File: src/rtl/segasys1_dectbl_loader.sv
// Extracts the 256-byte decryption-table window from the ROM download stream,
// replays it as table RAM writes and classifies the cartridge at end of download.
module segasys1_dectbl_loader #(
  parameter logic [24:0] TBL_BASE = 25'h58400,
  parameter logic [1:0]  MODE_RST = 2'd0
) (
  input  logic        clk,
  input  logic        rst_n,
  input  logic        dl_active,
  input  logic [24:0] ROMAD,
  input  logic [7:0]  ROMDT,
  input  logic        ROMEN,
  output logic        tbl_we,
  output logic        tbl_sel,
  output logic [6:0]  tbl_ad,
  output logic [7:0]  tbl_dt,
  output logic [1:0]  dec_mode,
  output logic        mode_valid
);

  // state | meaning
  // IDLE  | no download seen since reset
  // LOAD  | download in progress, statistics accumulating
  // CHECK | one-cycle classification of the finished download
  // DONE  | dec_mode valid, waiting for the next download
  localparam logic [1:0] IDLE  = 2'd0;
  localparam logic [1:0] LOAD  = 2'd1;
  localparam logic [1:0] CHECK = 2'd2;
  localparam logic [1:0] DONE  = 2'd3;

  localparam logic [24:0] TBL_END = TBL_BASE + 25'd255;
  localparam logic [7:0]  BASE_LO = TBL_BASE[7:0];

  logic [1:0] state_q, state_d;
  logic       dl_q, armed_q, pend_q, pend_d;
  logic       tbl_we_q, tbl_sel_q;
  logic [6:0] tbl_ad_q;
  logic [7:0] tbl_dt_q;
  logic [1:0] dec_mode_q, dec_mode_d;
  logic       mode_valid_q, mode_valid_d;
  logic [8:0] cnt_all_q, cnt_zero_q, cnt_small_q;
  logic       in_win, rise, fall, start_req, start;
  logic [7:0] off;
  logic       inc_all, inc_zero, inc_small;

  // armed_q blocks a false rise when reset releases while dl_active is still high
  assign rise      = dl_active & ~dl_q & armed_q;
  assign fall      = ~dl_active & dl_q;
  assign start_req = rise | (pend_q & dl_active);

  assign in_win    = ROMEN & dl_active & (ROMAD >= TBL_BASE) & (ROMAD <= TBL_END);
  assign off       = ROMAD[7:0] - BASE_LO;
  assign inc_all   = in_win;
  assign inc_zero  = in_win & (ROMDT == 8'd0);
  assign inc_small = in_win & off[7] & (ROMDT < 8'd24);

  function automatic logic [8:0] sat_inc(input logic [8:0] c, input logic inc);
    return (inc && c != 9'd511) ? c + 9'd1 : c;
  endfunction

  always_comb begin
    state_d      = state_q;
    dec_mode_d   = dec_mode_q;
    mode_valid_d = mode_valid_q;
    pend_d       = pend_q;
    start        = 1'b0;
    case (state_q)
      IDLE: begin
        pend_d = 1'b0;
        if (start_req) begin
          start        = 1'b1;
          mode_valid_d = 1'b0;
          state_d      = LOAD;
        end
      end
      LOAD: begin
        if (fall) state_d = CHECK;
      end
      CHECK: begin
        if (cnt_all_q < 9'd256)        dec_mode_d = 2'd0;
        else if (cnt_zero_q >= 9'd256) dec_mode_d = 2'd0;
        else if (cnt_small_q >= 9'd128) dec_mode_d = 2'd2;
        else                           dec_mode_d = 2'd1;
        if (rise) pend_d = 1'b1;
        state_d = DONE;
      end
      default: begin
        pend_d = 1'b0;
        if (start_req) begin
          start        = 1'b1;
          mode_valid_d = 1'b0;
          state_d      = LOAD;
        end else begin
          mode_valid_d = 1'b1;
        end
      end
    endcase
  end

  always_ff @(posedge clk or negedge rst_n) begin
    if (!rst_n) begin
      state_q      <= IDLE;
      dl_q         <= 1'b0;
      armed_q      <= 1'b0;
      pend_q       <= 1'b0;
      dec_mode_q   <= MODE_RST;
      mode_valid_q <= 1'b0;
      cnt_all_q    <= '0;
      cnt_zero_q   <= '0;
      cnt_small_q  <= '0;
    end else begin
      state_q      <= state_d;
      dl_q         <= dl_active;
      armed_q      <= armed_q | ~dl_active;
      pend_q       <= pend_d;
      dec_mode_q   <= dec_mode_d;
      mode_valid_q <= mode_valid_d;
      // a byte arriving on the rising-edge cycle belongs to the new download
      if (start) begin
        cnt_all_q   <= {8'd0, inc_all};
        cnt_zero_q  <= {8'd0, inc_zero};
        cnt_small_q <= {8'd0, inc_small};
      end else if (state_q == LOAD) begin
        cnt_all_q   <= sat_inc(cnt_all_q, inc_all);
        cnt_zero_q  <= sat_inc(cnt_zero_q, inc_zero);
        cnt_small_q <= sat_inc(cnt_small_q, inc_small);
      end
    end
  end

  always_ff @(posedge clk or negedge rst_n) begin
    if (!rst_n) begin
      tbl_we_q  <= 1'b0;
      tbl_sel_q <= 1'b0;
      tbl_ad_q  <= '0;
      tbl_dt_q  <= '0;
    end else begin
      tbl_we_q <= in_win;
      if (in_win) begin
        tbl_sel_q <= off[7];
        tbl_ad_q  <= off[6:0];
        tbl_dt_q  <= ROMDT;
      end
    end
  end

  assign tbl_we     = tbl_we_q;
  assign tbl_sel    = tbl_sel_q;
  assign tbl_ad     = tbl_ad_q;
  assign tbl_dt     = tbl_dt_q;
  assign dec_mode   = dec_mode_q;
  assign mode_valid = mode_valid_q;

endmodule

File: config.mk
export PLATFORM = sky130hd
export DESIGN_NAME = segasys1_dectbl_loader
export DESIGN_NICKNAME = d
export VERILOG_FILES = /design/src/rtl/segasys1_dectbl_loader.sv
export SDC_FILE = /design/constraint.sdc
export NUM_CORES = 1
export LEC_CHECK = 0
export BUFFER_PORTS_ARGS = -buffer_cell sky130_fd_sc_hd__buf_4
export CAP_MARGIN = 0
export CORE_MARGIN = 4
export CORE_UTILIZATION = 39
export CTS_CLUSTER_SIZE = 14
export DETAILED_ROUTE_END_ITERATION = 6
export PLACE_DENSITY_LB_ADDON = 0.25
export SYNTH_ARGS = -nofsm -noshare
export SYNTH_HDL_FRONTEND = slang
export SYNTH_SLANG_ARGS = --single-unit
File: constraint.sdc
create_clock -name clk -period 5.15 [get_ports clk]
set_clock_uncertainty 0.05 [all_clocks]
set_input_delay 1.545 -clock clk [delete_from_list [all_inputs] [get_ports clk]]
set_output_delay 1.545 -clock clk [all_outputs]
set_load 0.03 [all_outputs]
==> impl_results.rst, run 1 <==
.. list-table::
   :header-rows: 1

   * - Metric
     - Value
   * - Worst setup margin
     - 1.791 ns
   * - HPWL reported at the end of detailed placement
     - 4.735 mm
   * - Total power density per cell area
     - 274.4 nW/µm²
   * - Number of library cell types mapped by synthesis
     - 53
   * - Max Slew Vio Count
     - 0
   * - Global placement routability congestion
     - 0.8277
   * - Number of rows in the core area
     - 31
   * - Area of the die
     - 9192 µm²
   * - Outcome
     - complete, no violations
   * - Top-level I/O count
     - 57
   * - Post-route antenna net violation count
     - 0
   * - Initial DRT Pass Iterations
     - 4
   * - Antenna violations before repair
     - 0
   * - Horizontal extent of the die
     - 95.88 µm
   * - Count of endpoints failing hold in the final timing report
     - 0
   * - Number of warnings reported in the yosys synthesis log
     - 0
   * - Setup repair after global routing missed its margin
     - no
   * - Post-synthesis async set-or-reset flop share
     - 100.0%
   * - Number of standard cells in the final layout excluding fillers
     - 435
   * - Global Route Usage Sum
     - 14.45%
   * - Post-route DRC violation count
     - 0
   * - Number of max-cap violations
     - 0
   * - Area inside the core boundary
     - 7370 µm²
   * - Leak Pwr
     - 1.635 nW
   * - Period utilisation layout
     - 65.22%
   * - Critical R2R Capture
     - cnt_small_q[3]
   * - Worst hold path cell count
     - 1
   * - Number of fill cells in the layout
     - 703
   * - Initial Util
     - 40.87%
   * - CP required
     - 5.30 ns
   * - Fraction of layout instances using a drive strength above 1
     - 28.87%
   * - Most used DFF post-synth
     - sky130_fd_sc_hd__dfrtp_1
   * - TritonCTS clock tree
     - built
   * - Setup Crit Path Kind
     - in -> reg
   * - Normalized max-slew margin
     - 54.05%
   * - Post-Place Setup Slack
     - 1.467 ns
   * - Maximum clock frequency
     - 297.7 MHz
   * - Cell at the root of the clock tree
     - sky130_fd_sc_hd__clkbuf_8
   * - Worst hold slack
     - 0.4125 ns
   * - Hold buffer count at CTS
     - 0
   * - R2r startpoint
     - cnt_small_q[1]
   * - Wirelength per Cell
     - 14.60 µm
   * - Post-CTS Setup Repair Bufs
     - 0
   * - Placed cell count
     - 427
   * - Post-cts gate resize count
     - 0
   * - Mapped Area
     - 3012 µm²
   * - Least-Margin Pin Slew
     - 0.6876 ns
   * - Number of buffers created by CTS
     - 5
   * - Crit path max fanout
     - 27
   * - Summed negative setup slack over all endpoints
     - 0 ns
   * - Fin area
     - 3590 µm²
   * - Number of nets in the final layout
     - 384
   * - Register-to-Register Setup Slack
     - 2.75 ns
   * - Sinks on Clock Net
     - 52
   * - Buffers on Ports
     - 56
   * - Drt first-iter violations
     - 129
   * - Longest Clk Path Bufs
     - 2
   * - Post-synthesis net count
     - 331
   * - Worst min path class
     - reg -> reg
   * - Hold path startpoint
     - armed_q
   * - Growth of design area from synthesis to finish
     - 19.19%
   * - Final setup vio count
     - 0
   * - Leftover overflow at the end of global routing
     - 0
   * - Wire length of the first global-routing pass
     - 10.54 mm
   * - CP Launch Type
     - input pin
   * - Placed Area
     - 3475 µm²
   * - Maximum level of the CTS H-tree
     - 2
   * - Count of flip-flops with a built-in enable after synthesis
     - 0
   * - Largest net degree at the start of global routing
     - 53
   * - Sequential share of the synthesized area
     - 43.21%
   * - Vias per cell
     - 5.395
   * - Number of synthesized register bits
     - 52
   * - Worst hold endpoint
     - armed_q
   * - Routed wire length
     - 6.353 mm
   * - Maximum VDD drop
     - 0.1362 mV
   * - Avg Inst Size Synth
     - 10.68 µm²
   * - Type of element capturing the critical path
     - register
   * - Routed vias
     - 2347
   * - Cells on worst reg2reg path
     - 7
   * - Data arrival time at the worst-slack endpoint
     - 3.51 ns
   * - Die Span Y
     - 95.88 µm
   * - Worst-path clk slew
     - 0.10 ns
   * - Diodes inserted
     - 0
   * - Via count of the first global-routing pass
     - 2230
   * - Worst-Skew Late Latency
     - 0.31 ns
   * - Syn Inst Count
     - 282
   * - Fin crit period
     - 3.359 ns
final cells by class:
cell class	count	area [µm²]	share of cell area, %
Multi-Input combinational cell	204	1562	43.50
Clock buffer	5	68.82	1.917
Inverter	14	52.55	1.464
Timing Repair Buffer	58	435.4	12.13
Sequential cell	52	1301	36.25
Tap cell	99	123.9	3.451
Clock inverter	3	46.29	1.290
power by group:
group / internal, mW / switching, mW
Clock: 0.147 / 0.140
Combinational: 0.0925 / 0.171
Sequential: 0.424 / 0.0107
cells by family after synthesis:
kind of cell,synth area share (%)
buffers and inverters,4.944
AOI/OAI and AO/OA,7.312
muxes,13.00
and+or+nand+nor,26.55
adders and majority gates,4.985
DFF,43.21
registers in the layout (all words and copies together) (netlist names):
| signal | cells |
|---|---|
| dec_mode | 2 |
| cnt_small_q | 9 |
| armed_q | 1 |
| cnt_all_q | 9 |
| pend_q | 1 |
| tbl_sel | 1 |
| tbl_ad | 7 |
| tbl_dt | 8 |
| mode_valid | 1 |
| tbl_we | 1 |
| cnt_zero_q | 9 |
| state_q | 2 |
| dl_q | 1 |
cells in the final DEF (no fill, tap or decap), types with 2 or more instances in the layout:
cell | synthesis | layout
sky130_fd_sc_hd__buf_4 | 1 | 58
sky130_fd_sc_hd__dfrtp_1 | 52 | 52
sky130_fd_sc_hd__nand2_1 | 33 | 33
sky130_fd_sc_hd__mux2i_1 | 20 | 20
sky130_fd_sc_hd__mux2_2 | 17 | 17
sky130_fd_sc_hd__nand2b_1 | 16 | 16
sky130_fd_sc_hd__inv_1 | 14 | 14
sky130_fd_sc_hd__nor4_1 | 12 | 12
sky130_fd_sc_hd__ha_1 | 12 | 12
sky130_fd_sc_hd__nand3_1 | 10 | 10
sky130_fd_sc_hd__nor2_1 | 10 | 10
sky130_fd_sc_hd__nand4_1 | 8 | 8
sky130_fd_sc_hd__o31ai_1 | 6 | 6
sky130_fd_sc_hd__a21oi_1 | 5 | 5
sky130_fd_sc_hd__clkbuf_8 | 3 | 5
sky130_fd_sc_hd__and4_1 | 4 | 4
sky130_fd_sc_hd__nor2b_1 | 4 | 4
sky130_fd_sc_hd__nor4_2 | 3 | 3
sky130_fd_sc_hd__or4_1 | 3 | 3
sky130_fd_sc_hd__or3_1 | 2 | 2
sky130_fd_sc_hd__and4bb_1 | 2 | 2
sky130_fd_sc_hd__nor3_1 | 2 | 2
sky130_fd_sc_hd__o21ai_0 | 2 | 2
sky130_fd_sc_hd__o2111ai_1 | 2 | 2
sky130_fd_sc_hd__o211ai_1 | 2 | 2
sky130_fd_sc_hd__nor3_2 | 2 | 2
sky130_fd_sc_hd__o311a_1 | 2 | 2
sky130_fd_sc_hd__a41o_1 | 2 | 2
sky130_fd_sc_hd__or4_4 | 2 | 2
sky130_fd_sc_hd__nand4b_1 | 2 | 2
how the worst max path moves through the flow:
stage | from | endpoint | slack [ns]
2_1_floorplan | ROMAD[11] | tbl_ad[2] | 2.07
3_3_place_gp | ROMAD[17] | tbl_ad[3] | 1.49
3_5_place_dp | ROMAD[11] | tbl_ad[4] | 1.47
4_1_cts | ROMAD[17] | tbl_ad[4] | 1.80
5_1_grt | ROMAD[17] | tbl_dt[2] | 1.64
6_report | ROMAD[17] | tbl_dt[5] | 1.79
routing by layer:
layer / GRT usage (%) / vias up / wire length, µm
li1: - / 1136 / -
met1: 19.66 / 1155 / 2823
met2: 23.28 / 47 / 3179
met3: 2.580 / 9 / 251
met4: 4.739 / 0 / 98
met5: 0 / - / 0
through the flow:
stage	power (mW)	utilization, %
4_1_cts	0.9959	48.71
2_1_floorplan	0.6444	-
6_report	0.9849	48.71
5_1_grt	1.044	48.71
3_3_place_gp	0.7041	47.15
3_5_place_dp	0.7095	47.15
critical path: stages:
cell,delay [ns]
sky130_fd_sc_hd__buf_4,0.11
sky130_fd_sc_hd__nor3b_1,0.38
sky130_fd_sc_hd__nand4_4,0.48
sky130_fd_sc_hd__nor2_4,0.59
sky130_fd_sc_hd__mux2_2,0.39
synthesized netlist by cell type (5+ instances only):
cell type | n | share of area, %
sky130_fd_sc_hd__dfrtp_1 | 52 | 43
sky130_fd_sc_hd__nand2_1 | 33 | 4.1
sky130_fd_sc_hd__mux2i_1 | 20 | 6.6
sky130_fd_sc_hd__mux2_2 | 17 | 6.4
sky130_fd_sc_hd__nand2b_1 | 16 | 3.3
sky130_fd_sc_hd__inv_1 | 14 | 1.7
sky130_fd_sc_hd__ha_1 | 12 | 5.0
sky130_fd_sc_hd__nor4_1 | 12 | 2.5
sky130_fd_sc_hd__nand3_1 | 10 | 1.7
sky130_fd_sc_hd__nor2_1 | 10 | 1.2
sky130_fd_sc_hd__nand4_1 | 8 | 1.7
sky130_fd_sc_hd__o31ai_1 | 6 | 1.5
sky130_fd_sc_hd__a21oi_1 | 5 | 0.83
Note: power is estimated with default switching activity, not from simulation.
==> run 2, diff against run 1 <==
==> constraint.sdc (replaced) <==
create_clock -name clk -period 3.52 [get_ports clk]
set_clock_uncertainty 0.05 [all_clocks]
set_input_delay 1.056 -clock clk [delete_from_list [all_inputs] [get_ports clk]]
set_output_delay 1.056 -clock clk [all_outputs]
set_load 0.03 [all_outputs]
==> run 2 against run 1 <==
  * Utilization grew 0.46 points
  * Cell count grew 1.1%
  * Power grew 46%
  * Critical path depth is the same
  * Worst setup slack lost 0.88 ns
  * Clock-buffer cell count is the same
  * Sequential power grew 46%
  * Sequential share of layout area shrank 0.34 points
  * Via count shrank 1.1%
  * Largest power group unchanged
  * Register-to-register slack lost 1.6 ns
  * Largest cell class unchanged
  * Combinational power grew 48%
  * Hold slack is essentially flat
==> impl_results.rst, run 2 (synthesized netlist as in run 1, its figures left out) <==
.. list-table::
   :header-rows: 1

   * - Metric
     - Value
   * - Fraction of layout instances using a drive strength above 1
     - 29.91% (+1.0 points)
   * - Area inside the core boundary
     - 7370 µm² (unchanged)
   * - Global placement routability congestion
     - 0.8113 (-2.0%)
   * - Post-CTS Setup Repair Bufs
     - 0 (unchanged)
   * - Growth of design area from synthesis to finish
     - 20.32%
   * - Top-level I/O count
     - 57 (unchanged)
   * - Maximum level of the CTS H-tree
     - 2 (unchanged)
   * - Worst hold path cell count
     - 1 (unchanged)
   * - Final setup vio count
     - 0 (unchanged)
   * - Hold buffer count at CTS
     - 0 (unchanged)
   * - Setup Crit Path Kind
     - in -> reg
   * - CP Launch Type
     - input pin
   * - Routed vias
     - 2322 (-1.1%)
   * - Routed wire length
     - 6.305 mm (-0.76%)
   * - Cell at the root of the clock tree
     - sky130_fd_sc_hd__clkbuf_8
   * - Met3 usage
     - 2.111% (-0.47 points)
   * - Crit path max fanout
     - 19 (-30%)
   * - Longest Clk Path Bufs
     - 2 (unchanged)
   * - Summed negative setup slack over all endpoints
     - 0 ns (unchanged)
   * - Post-route antenna net violation count
     - 0 (unchanged)
   * - Cells on worst reg2reg path
     - 7 (unchanged)
   * - Normalized max-slew margin
     - 49.63% (-4.4 points)
   * - Data arrival time at the worst-slack endpoint
     - 2.76 ns (-0.75 ns)
   * - Highest-count cells in the layout ignoring fill and taps
     - sky130_fd_sc_hd__buf_4, sky130_fd_sc_hd__dfrtp_1, sky130_fd_sc_hd__nand2_1
   * - Outcome
     - complete, no violations
   * - Leftover overflow at the end of global routing
     - 0 (unchanged)
   * - Wirelength per Cell
     - 14.33 µm (-1.9%)
   * - Most crowded layer after global routing
     - met2
   * - Drt first-iter violations
     - 65 (-50%)
   * - Max Slew Vio Count
     - 0 (unchanged)
   * - Number of buffers created by CTS
     - 5 (unchanged)
   * - Period utilisation layout
     - 74.12%
   * - Count of endpoints failing hold in the final timing report
     - 0 (unchanged)
   * - TritonCTS clock tree
     - built
   * - Number of rows in the core area
     - 31 (unchanged)
   * - Worst-path clk slew
     - 0.10 ns (about the same)
   * - Type of element capturing the critical path
     - register
   * - Largest net degree at the start of global routing
     - 53 (unchanged)
   * - Worst min path class
     - reg -> reg
   * - Via count of the first global-routing pass
     - 2202 (-1.3%)
   * - Number of nets in the final layout
     - 389 (+1.3%)
   * - Total power density per cell area
     - 395.8 nW/µm² (+44%)
   * - Largest regs
     - cnt_all_q: 9 flops, cnt_small_q: 9 flops, cnt_zero_q: 9 flops
   * - Area of the die
     - 9192 µm² (unchanged)
   * - Met2 Usage GRT
     - 23.28% (unchanged)
   * - Least-Margin Pin Slew
     - 0.7522 ns (+0.06458 ns)
   * - Worst-Skew Late Latency
     - 0.30 ns (about the same)
   * - Post-cts gate resize count
     - 0 (unchanged)
   * - Initial Util
     - 40.87% (unchanged)
   * - Post-route DRC violation count
     - 0 (unchanged)
   * - Initial DRT Pass Iterations
     - 6 (+2)
   * - Setup repair after global routing missed its margin
     - no
   * - HPWL reported at the end of detailed placement
     - 4.810 mm (+1.6%)
   * - Vias per cell
     - 5.277 (-2.2%)
   * - Leak Pwr
     - 1.657 nW (+1.3%)
   * - Number of max-cap violations
     - 0 (unchanged)
   * - Buffers on Ports
     - 56 (unchanged)
   * - Number of fill cells in the layout
     - 719 (+2.3%)
   * - Wire length of the first global-routing pass
     - 10.45 mm (-0.85%)
   * - Maximum clock frequency
     - 383.3 MHz
   * - Die Span Y
     - 95.88 µm (unchanged)
   * - Fin crit period
     - 2.609 ns
   * - Diodes inserted
     - 0 (unchanged)
   * - Most common cell after layout, fill and taps aside
     - sky130_fd_sc_hd__buf_4
   * - Met1 routing resource usage after global routing
     - 19.68% (about the same)
   * - Antenna violations before repair
     - 0 (unchanged)
   * - Global Route Usage Sum
     - 14.31% (-0.14 points)
   * - Horizontal extent of the die
     - 95.88 µm (unchanged)
   * - CP required
     - 3.67 ns (-1.63 ns)
   * - Maximum VDD drop
     - 0.1789 mV (+31%)
   * - Sinks on Clock Net
     - 52 (unchanged)
   * - Util after Layout
     - 49.17% (+0.46 points)
==> run 2: cell count changes in the layout (fill, tap and decap cells not counted) <==
cell / before / now
sky130_fd_sc_hd__buf_4: 58 / 63
sky130_fd_sc_hd__clkinv_2: 0 / 1
sky130_fd_sc_hd__inv_6: 1 / 0
==> run 2: power by group <==
group	internal (mW)	leakage [nW]	total, mW	switching, mW
registers	0.620	0.710	0.635	0.0149
clock network	0.211	0.0541	0.410	0.199
logic	0.141	0.893	0.390	0.249
==> run 2: worst paths after layout <==
path                                 from              to  slack (ns)
min in group asynchronous           rst_n      state_q[0]        0.73
min                               armed_q         armed_q        0.41
min reg2reg                       armed_q         armed_q        0.41
max reg2reg                cnt_small_q[1]  cnt_small_q[3]        1.12
max in group asynchronous           rst_n   cnt_zero_q[2]        2.24
max                             ROMAD[17]       tbl_dt[5]        0.91
==> run 2: metrics by stage <==
stage | hold WS [ns] | setup slack, ns | cell area (µm²) | power [mW] | cells
3_3_place_gp | 0.3921 | 0.5827 | 3512 | 1.033 | 432
2_1_floorplan | 0.3758 | 0.9244 | 3012 | 0.9428 | 282
4_1_cts | 0.4234 | 0.8814 | 3623 | 1.459 | 440
3_5_place_dp | 0.3981 | 0.5747 | 3512 | 1.043 | 432
6_report | 0.4121 | 0.9111 | 3623 | 1.434 | 440
5_1_grt | 0.4474 | 0.7755 | 3623 | 1.534 | 440
==> run 2: worst max-delay path, stage by stage <==
cell                      delay (ns)
sky130_fd_sc_hd__buf_4          0.11
sky130_fd_sc_hd__nor3b_1        0.38
sky130_fd_sc_hd__nand4_4        0.30
sky130_fd_sc_hd__nor2_4         0.51
sky130_fd_sc_hd__mux2_2         0.40
==> run 2: final cells by class <==
class                   count  area (µm²)  area share, %
multi-input cells         204        1562          43.09
flip-flops and latches     52        1301          35.91
repair buffers             63       473.0          13.05
well taps                  99       123.9          3.419
clock buffers               5       68.82          1.899
inverters                  14       52.55          1.450
clock inverters             3       42.54          1.174
==> run 2: routing by layer <==
layer	up-vias	part of all wire, %
met3	7	2.9
met5	-	0
met2	44	50
met1	1118	46
li1	1153	-
met4	0	1.3
==> run 3, diff against run 2 <==
==> constraint.sdc (replaced) <==
create_clock -name clk -period 2.4 [get_ports clk]
set_clock_uncertainty 0.05 [all_clocks]
set_input_delay 0.72 -clock clk [delete_from_list [all_inputs] [get_ports clk]]
set_output_delay 0.72 -clock clk [all_outputs]
set_load 0.03 [all_outputs]
==> run 3 against run 2 <==
  * Worst setup slack got worse by 0.77 ns
  * Non-clock buffer count rose by 15
  * Sequential power increased by 47%
  * Largest cell class unchanged
  * Cell count up 3.4%
  * Largest power group unchanged
  * Utilization increased by 1.5 points
  * Register-to-register slack worse by 0.98 ns
==> impl_results.rst, run 3 (synthesized netlist as in run 1, its figures left out) <==
.. list-table::
   :header-rows: 1

   * - Metric
     - Value
   * - Routed wire length
     - 6.527 mm (+3.5%)
   * - Util after Layout
     - 50.66% (+1.5 points)
   * - Antenna violations before repair
     - 0 (unchanged)
   * - Post-Place Setup Slack
     - -0.04584 ns (-0.6205 ns)
   * - Worst-path clk slew
     - 0.10 ns (about the same)
   * - Summed negative setup slack over all endpoints
     - 0 ns (unchanged)
   * - Fin crit period
     - 2.256 ns
   * - Setup repair after global routing missed its margin
     - no
   * - CP Launch Type
     - register
   * - Number of standard cells in the final layout excluding fillers
     - 455 (+3.4%)
   * - Fraction of layout instances using a drive strength above 1
     - 33.43% (+3.5 points)
   * - Crit path top cell by count
     - sky130_fd_sc_hd__ha_1
   * - Largest stage delay on the critical path
     - 0.45 ns (-0.06 ns)
   * - Highest-count cells in the layout ignoring fill and taps
     - sky130_fd_sc_hd__buf_4, sky130_fd_sc_hd__dfrtp_1, sky130_fd_sc_hd__nand2_1
   * - Number of max-cap violations
     - 0 (unchanged)
   * - Worst min path class
     - in -> async
   * - Setup Crit Path Kind
     - reg -> reg
   * - HPWL reported at the end of detailed placement
     - 4.934 mm (+2.6%)
   * - Sinks on Clock Net
     - 52 (unchanged)
   * - Least-Margin Pin Slew
     - 0.6795 ns (-0.07265 ns)
   * - CP max stage cell
     - sky130_fd_sc_hd__or4b_1
   * - Growth of design area from synthesis to finish
     - 23.97%
   * - Wire length of the first global-routing pass
     - 10.87 mm (+4.0%)
   * - Post-route antenna net violation count
     - 0 (unchanged)
   * - CP required
     - 2.59 ns (-1.08 ns)
   * - Placed cell count
     - 447 (+3.5%)
   * - Cell at the root of the clock tree
     - sky130_fd_sc_hd__clkbuf_8
   * - Number of nets in the final layout
     - 404 (+3.9%)
   * - Leak Pwr
     - 1.731 nW (+4.5%)
   * - Largest delay share family, worst path
     - simple AND/OR/NAND/NOR gates
   * - Maximum VDD drop
     - 0.2619 mV (+46%)
   * - Drt first-iter violations
     - 103 (+58%)
   * - Initial DRT Pass Iterations
     - 4 (-2)
   * - Die Span Y
     - 95.88 µm (unchanged)
   * - Top-level I/O count
     - 57 (unchanged)
   * - Post-route DRC violation count
     - 0 (unchanged)
   * - Post-CTS Setup Repair Bufs
     - 0 (unchanged)
   * - Largest regs
     - cnt_all_q: 9 flops, cnt_small_q: 9 flops, cnt_zero_q: 9 flops
   * - Number of rows in the core area
     - 31 (unchanged)
   * - Type of element capturing the critical path
     - register
   * - Max Slew Vio Count
     - 0 (unchanged)
   * - Via count of the first global-routing pass
     - 2349 (+6.7%)
   * - Leftover overflow at the end of global routing
     - 0 (unchanged)
   * - Most common cell after layout, fill and taps aside
     - sky130_fd_sc_hd__buf_4
   * - Area of the die
     - 9192 µm² (unchanged)
   * - Buffers on Ports
     - 56 (unchanged)
   * - Final setup vio count
     - 0 (unchanged)
   * - Outcome
     - complete, no violations
   * - TritonCTS clock tree
     - built
   * - Maximum level of the CTS H-tree
     - 2 (unchanged)
   * - Worst setup margin
     - 0.1438 ns (-0.7673 ns)
   * - Routed vias
     - 2364 (+1.8%)
   * - Initial Util
     - 40.87% (unchanged)
   * - Period utilisation layout
     - 94.01%
   * - Global Route Usage Sum
     - 15.00% (+0.69 points)
   * - Count of endpoints failing hold in the final timing report
     - 0 (unchanged)
   * - Longest Clk Path Bufs
     - 2 (unchanged)
   * - CP bufs+invs
     - 0 (-1)
   * - Vias per cell
     - 5.196 (-1.5%)
   * - Crit path max fanout
     - 4 (-15)
   * - Cells along the critical path
     - ha_1 -> nand3_1 -> nor2_1 -> ha_1 -> and4b_1 -> or4b_1 -> nor4_2 -> mux2i_1
   * - Total power density per cell area
     - 552.5 nW/µm² (+40%)
   * - Diodes inserted
     - 0 (unchanged)
   * - Area inside the core boundary
     - 7370 µm² (unchanged)
   * - Data arrival time at the worst-slack endpoint
     - 2.44 ns (-0.32 ns)
   * - Wirelength per Cell
     - 14.35 µm (+0.11%)
   * - Global placement routability congestion
     - 0.7838 (-3.4%)
   * - Normalized max-slew margin
     - 54.70% (+5.1 points)
   * - Maximum clock frequency
     - 443.2 MHz
   * - Number of buffers created by CTS
     - 5 (unchanged)
   * - Largest net degree at the start of global routing
     - 53 (unchanged)
   * - Horizontal extent of the die
     - 95.88 µm (unchanged)
   * - Worst-Skew Late Latency
     - 0.31 ns (about the same)
   * - Worst hold slack
     - 0.3919 ns (-0.02014 ns)
==> run 3: cell types whose count changed in the layout (fill, tap and decap cells not counted), sizes merged <==
cell / before / now
buf: 63 / 78
bufinv: 1 / 0
clkinvlp: 1 / 0
clkinv: 1 / 3
==> run 3: what timing repair did <==
item	in CTS	in global routing
endpoints found under the setup margin	0	2
hold buffers	0	0
resized for setup	0	2
==> run 3: per-stage QoR <==
step | power (mW) | instance area, µm²
2_1_floorplan | 1.383 | 3012
3_3_place_gp | 1.565 | 3637
3_5_place_dp | 1.587 | 3637
4_1_cts | 2.091 | 3725
5_1_grt | 2.199 | 3734
6_report | 2.063 | 3734
==> run 3: layout make-up <==
class / count / area, µm²
multi-input combinational: 204 / 1570
timing repair buffer: 78 / 598.1
clock inverter: 3 / 18.77
clock buffer: 5 / 68.82
sequential: 52 / 1301
inverter: 14 / 52.55
fill: 676 / 3636
tap: 99 / 123.9
==> run 3: path summary, 6_finish.rpt <==
| check | from | end | slack (ns) | cells past startpoint |
|---|---|---|---|---|
| worst max-delay path | cnt_zero_q[0] | cnt_zero_q[6] | 0.14 | 8 |
| worst min-delay path | rst_n | state_q[0] | 0.39 | 1 |
| worst max register to register | cnt_zero_q[0] | cnt_zero_q[6] | 0.14 | 8 |
| worst min register to register | armed_q | armed_q | 0.42 | 1 |
| max in group asynchronous | rst_n | cnt_zero_q[0] | 1.45 | 1 |
| min in group clk | armed_q | armed_q | 0.42 | 1 |
==> run 3: per-layer routing <==
metal | share of wire (%) | global-route usage [%] | up-vias
li1 | - | - | 1184
met1 | 45 | 19.52 | 1135
met2 | 51 | 25.07 | 38
met3 | 3.0 | 2.580 | 7
met4 | 1.3 | 5.332 | 0
met5 | 0 | 0 | -
==> run 3: where the power goes <==
part | switching [mW] | internal (mW) | leakage, nW
Sequential | 0.0222 | 0.909 | 0.710
Combinational | 0.384 | 0.247 | 0.973
Clock | 0.296 | 0.204 | 0.0479
Total | 0.702 | 1.36 | 1.73
